**src/rtl/simon_datapath.sv**
```systemverilog
// Simon game datapath: pattern memory, count/index pointers, difficulty level.
// Define SIMON_DP_MEM_CLEAR_EN to zero the pattern memory on reset.
module simon_datapath #(
  parameter int PATTERN_W = 4,
  parameter int ADDR_W    = 6
) (
  input  logic                 clk,
  input  logic                 rst,
  input  logic                 level,
  input  logic [PATTERN_W-1:0] pattern,
  input  logic                 cnt_count,
  input  logic                 clr_count,
  input  logic                 cnt_index,
  input  logic                 clr_index,
  input  logic                 read_Memory,
  input  logic                 w_en,
  input  logic                 set_level,
  output logic                 index_lt_count,
  output logic                 input_eq_pattern,
  output logic                 is_legal,
  output logic [PATTERN_W-1:0] pattern_leds
);

  localparam int DEPTH = 1 << ADDR_W;
  localparam logic [ADDR_W-1:0] PTR_MAX = '1;

  logic [ADDR_W-1:0]    count;
  logic [ADDR_W-1:0]    index;
  logic                 level_reg;
  logic [PATTERN_W-1:0] mem [DEPTH];
  logic [PATTERN_W-1:0] mem_rd;
  logic                 pat_nz;
  logic                 pat_onehot;

  always_ff @(posedge clk) begin
    if (rst) begin
      count     <= '0;
      index     <= '0;
      level_reg <= level;
    end else begin
      // clear wins over increment; increment sticks at the top
      if (clr_count)
        count <= '0;
      else if (cnt_count && count != PTR_MAX)
        count <= count + 1'b1;

      if (clr_index)
        index <= '0;
      else if (cnt_index && index != PTR_MAX)
        index <= index + 1'b1;

      if (set_level)
        level_reg <= level;
    end
  end

`ifdef SIMON_DP_MEM_CLEAR_EN
  always_ff @(posedge clk) begin
    if (rst) begin
      for (int i = 0; i < DEPTH; i++)
        mem[i] <= '0;
    end else if (w_en) begin
      mem[count] <= pattern;
    end
  end
`else
  // no reset on the array so it maps onto plain RAM
  always_ff @(posedge clk) begin
    if (!rst && w_en)
      mem[count] <= pattern;
  end
`endif

  assign mem_rd = mem[index];

  assign pat_nz     = |pattern;
  assign pat_onehot = pat_nz &&
                      ~|(pattern & (pattern - PATTERN_W'(1)));

  always_comb begin
    index_lt_count   = index < count;
    input_eq_pattern = pattern == mem_rd;
    is_legal         = level_reg ? pat_onehot : pat_nz;
    pattern_leds     = read_Memory ? mem_rd : pattern;
  end

endmodule

```
**config.mk**
```make
export PLATFORM = sky130hd
export DESIGN_NAME = simon_datapath
export DESIGN_NICKNAME = d
export VERILOG_FILES = /design/src/rtl/simon_datapath.sv
export SDC_FILE = /design/constraint.sdc
export NUM_CORES = 1
export LEC_CHECK = 0
export CORE_AREA = 2 2 197 199
export CTS_BUF_LIST = sky130_fd_sc_hd__clkbuf_16
export DETAILED_ROUTE_END_ITERATION = 8
export DIE_AREA = 0 0 199 201
export PLACE_DENSITY = 0.56
export SYNTH_ARGS = -nofsm -noshare
export SYNTH_HDL_FRONTEND = slang
export SYNTH_SLANG_ARGS = --single-unit
```
**constraint.sdc**
```tcl
create_clock -name clk -period 2.3 [get_ports clk]
set_input_delay 0.46 -clock clk [delete_from_list [all_inputs] [get_ports clk]]
set_output_delay 0.46 -clock clk [all_outputs]
set_load 0.02 [all_outputs]
```
## Word-level counts from Yosys, hierarchy flattened

Memories as Yosys holds them, arrays and structs flattened. A register that Yosys moved wholly into a read port is not among the register bits.
Index checks and enable logic that the tools add are counted.

| storage, ports and cells | value |
|---|---|
| memories | 1 |
| word-level logic and storage cells | 31 |
| input bits | 14 |
| RAM bits | 256 |
| output and inout port bits | 7 |
| register bits after elaboration | 13 |

Memories:

| memory | words | bits a word | read ports | clocked after memory_dff | wr ports | line | text |
|---|---|---|---|---|---|---|---|
| mem | 64 | 4 | 1 | 1 | 1 | 30 | `logic [PATTERN_W-1:0] mem [DEPTH];` |

| operators by class | value |
|---|---|
| reductions and logical operators | 11 |
| bitwise gates (word level) | 1 |
| $lt $le $gt $ge | 1 |
| multiplexer cells | 8 |
| eq/ne operators | 3 |
| add/sub/neg operators | 3 |

Operator list:

| operator | number |
|---|---|
| $add A6 B1 Y6 const B | 2 |
| $mux W6 | 2 |
| $ne A6 B6 Y1 const B | 2 |
| $reduce_or A4 Y1 | 2 |
| $lt A6 B6 Y1 | 1 |
| $mux W1 | 5 |
| $and A4 B4 Y4 | 1 |
| $eq A4 B4 Y1 | 1 |
| $logic_and A1 B1 Y1 | 4 |
| $mux W4 | 1 |
| $reduce_or A2 Y1 | 2 |
| $sub A4 B1 Y4 const B | 1 |
| $logic_not A1 Y1 | 2 |
| $reduce_bool A2 Y1 | 1 |

## Longest topological paths before layout

| logic depth | value |
|---|---|
| depth after elaboration | 6 |
| depth in mapped cells | 10 |
| depth with buffers taken out | 8 |

## Least setup slack after synthesis

No wires, ideal clock.

| timing path | value |
|---|---|
| path type | register to output |
| from | register with a tool-made name |
| to | output input_eq_pattern |
| data required time | 1.840 ns |
| cell stages (with the launch flop) | 8 |
| setup slack | -0.466 ns |
| arrival time | 2.306 ns |
| cells stage by stage | dfxtp_1 -> buf_2 -> mux4_2 -> o211ai_1 -> o21ai_0 -> o211a_1 -> xor2_1 -> nor4_2 |

RTL lines:

| item | line | text |
|---|---|---|
| end: declaration | 19 | `output logic input_eq_pattern,` |

==> results.txt <==
Top-Level Pins: 21
Tot GR Track Use: 13.5%
RSZ-0062 raised after global routing: yes
total power: 10.3 mW
max reg flops: 256
Num CTS Buffers: 29
Hold Fails Final Rpt: 0
placed cell area: 13100 um^2
outcome: complete, but fails checks
post-route cell area: 14300 um^2
initial core utilization: 29.4%
initial antenna violation count: 0
Die W: 199 um
core area: 38100 um^2
vias in the first global route: 6534
complex-gate fraction of the synthesized area: 3.28%
GPL Wtd Cong: 0.785
Die ar.: 40000 um^2
NetSw: 2.09 mW
pin count of the biggest net entering global routing: 42
die height: 201 um
worst min path class: in -> reg
post-synthesis cell area: 11200 um^2
post-synthesis mux area share: 13.7%
Clock Latency Late Sink: 0.54 ns
Power Internal: 8.16 mW
commonest non-fill, non-tap cell in the layout: edfxtp_1
CP arrival: 3.05 ns
Root Driver: clkbuf_16
Post-synth EDFFs: 257
actual slew at the worst max-slew pin: 0.566 ns
FP Rows: 72
Rel. slew slack: 62.1%
Clock Path Buffers: 3
Async SR Flop Fraction: 0%
Clock Skews: 0.0122 ns
Multi-input gate area: 3000 um^2
FF-to-FF path depth: 7
prevailing post-synth register cell: edfxtp_1
IR drop worst, VDD: 0.000484 V
Final WS setup: -1.21 ns
Yosys warning total: 0
CTS tree: yes
WL final: 26.5 mm
failing checks: setup timing
clock-pin slew on the worst setup and hold paths: 0.06 ns
Comb power frac: 4.4%
DR vias/cell: 4.62
clock power share: 42.2%
setup_tns: -5.61 ns
crit path max fanout: 9
Crit Path Class: reg -> out
Antenna Nets Post-Route: 0
TritonRoute pass-1 iters: 5
H-tree depth: 1
sequential-to-total area share from yosys stat: 72.2%
leakage: 4.72 nW
clk sinks: 275
Final nets: 839
Post-Synth XOR/XNOR Area: 1.02%
Mean Syn Cell Area: 17.5 um^2
number of diodes: 0
fin crit period: 3.51 ns
sequential share of power: 53.4%
fin. max-slew vios: 0
Synth Area in Adders: 0.783%
total grt overflow: 0
simple-gate portion of the synthesized area: 7.01%
Largest regs: mem: 256 flops, count: 6 flops, index: 6 flops
most frequent cells in the layout: 257 x edfxtp_1, 128 x buf_4, 91 x nor2_1
final period utilization: 153%
HPWL Detailed: 18.2 mm
Register Area: 8090 um^2
Fillers: 3522
CP Launch Type: flop
WHS Path Cells: 2
Required @ worst endpoint: 1.84 ns
final design utilization: 37.6%
Setup crit end kind: output port
post-synthesis register bit count: 275
WL per Instance: 19.6 um
Sw Share: 20.4%
Syn Nets: 660
PwrDens: 715 nW/um^2
main combinational cell family by area after synthesis: multiplexers
drt initial violations: 524
synth-to-layout area growth: 28.1%
Netlist cell types: 53
fraction of layout cells with a size suffix above 1: 35.0%
maximum clock frequency: 0.285 GHz
Reg with most FFs: mem
Remaining DRCs: 0
vias: 6259
Final Setup Violations: 6
buffers added on ports: 20
post-synthesis instance total: 639
Max Cap Viol: 0
first-pass GRT wire length: 40.4 mm
## final timing paths
| path | startpoint | to | slack [ns] |
|---|---|---|---|
| setup / recovery | flop | input_eq_pattern | -1.21 |
| hold / removal | pattern[0] | mem[52][0]$_DFFE_PP_ | 0.38 |
| setup reg to reg | count[2]$_SDFFE_PP0P_ | mem[63][0]$_DFFE_PP_ | 0.45 |
| hold reg to reg | index[5]$_SDFFE_PP0N_ | index[5]$_SDFFE_PP0N_ | 0.60 |
## worst max-delay path, cell delays in order (launching register included)
cell,delay [ns]
dfxtp_4,0.37
buf_12,0.14
buf_4,0.15
buf_16,0.14
mux4_2,0.29
a22o_1,0.27
a211o_1,0.32
o211ai_2,0.18
xnor2_1,0.13
nor4_4,0.31
buf_4,0.19
## synthesized netlist by cell type (5+ instances only)
| master | number | area share (%) |
|---|---|---|
| a21oi_1 | 8 | 0.36 |
| nand2b_1 | 6 | 0.34 |
| dfxtp_1 | 18 | 3.2 |
| o21ai_0 | 6 | 0.27 |
| clkbuf_1 | 11 | 0.37 |
| xor2_1 | 7 | 0.55 |
| buf_6 | 7 | 0.70 |
| o21ai_1 | 6 | 0.27 |
| mux4_2 | 56 | 11 |
| nor2_1 | 92 | 3.1 |
| nor2b_1 | 5 | 0.28 |
| nand2_1 | 26 | 0.87 |
| xnor2_1 | 6 | 0.47 |
| edfxtp_1 | 257 | 69 |
| nor3_1 | 8 | 0.36 |
| ha_1 | 7 | 0.78 |
| mux2i_1 | 17 | 1.5 |
| nand3_1 | 21 | 0.94 |
| nand4_1 | 5 | 0.28 |
| inv_1 | 7 | 0.23 |
## per-layer routing
metal	track usage (%)	vias to the layer above	wire, um
met4	3.14	0	423
met5	0	-	0
met3	2.28	34	1430
li1	-	2885	-
met1	19.2	3183	12100
met2	21.7	157	12500
## cells by family (layout without fill, tap and decap cells)
kind of cell / count (synthesis) / after routing
and+or+nand+nor: 176 / 176
muxes: 79 / 79
xor gates and xnor gates: 13 / 13
buffers and inverters: 37 / 234
DFF: 275 / 275
adders and majority gates: 7 / 7
AOI/OAI and AO/OA: 52 / 52
## power by group through the flow
stage,combinational (mW),clock (mW),sequential [mW]
6_report,0.451,4.32,5.48
5_1_grt,0.486,4.60,5.48
4_1_cts,0.444,4.40,5.48
3_5_place_dp,0.410,0,5.59
3_3_place_gp,0.408,0,5.59
2_1_floorplan,0.174,0,5.59
## area by class of cell
type | instances | share of cell area (%)
sequential | 275 | 56.4
multi-input combinational | 327 | 20.9
timing repair buffer | 176 | 11.8
clock buffer | 29 | 5.06
tap | 518 | 4.52
clock inverter | 20 | 0.987
inverter | 9 | 0.236
## stage by stage
stage	hold WS (ns)	instances	worst slack, ns
after floorplan	0.489	639	-0.289
after global placement	0.587	1281	-1.22
after detailed placement	0.591	1281	-1.16
after CTS	0.352	1346	-1.24
after global routing	0.370	1354	-1.35
final	0.382	1354	-1.21
## what timing repair did
item                       4_1_cts  5_1_grt
setup endpoints to repair        7        6
hold buffers                     0        0
buffers inserted                18        8
pin swaps                       19       14
resized for setup               61        9
gates cloned                     1        0
No activity file was read; power rests on OpenSTA's default activity.
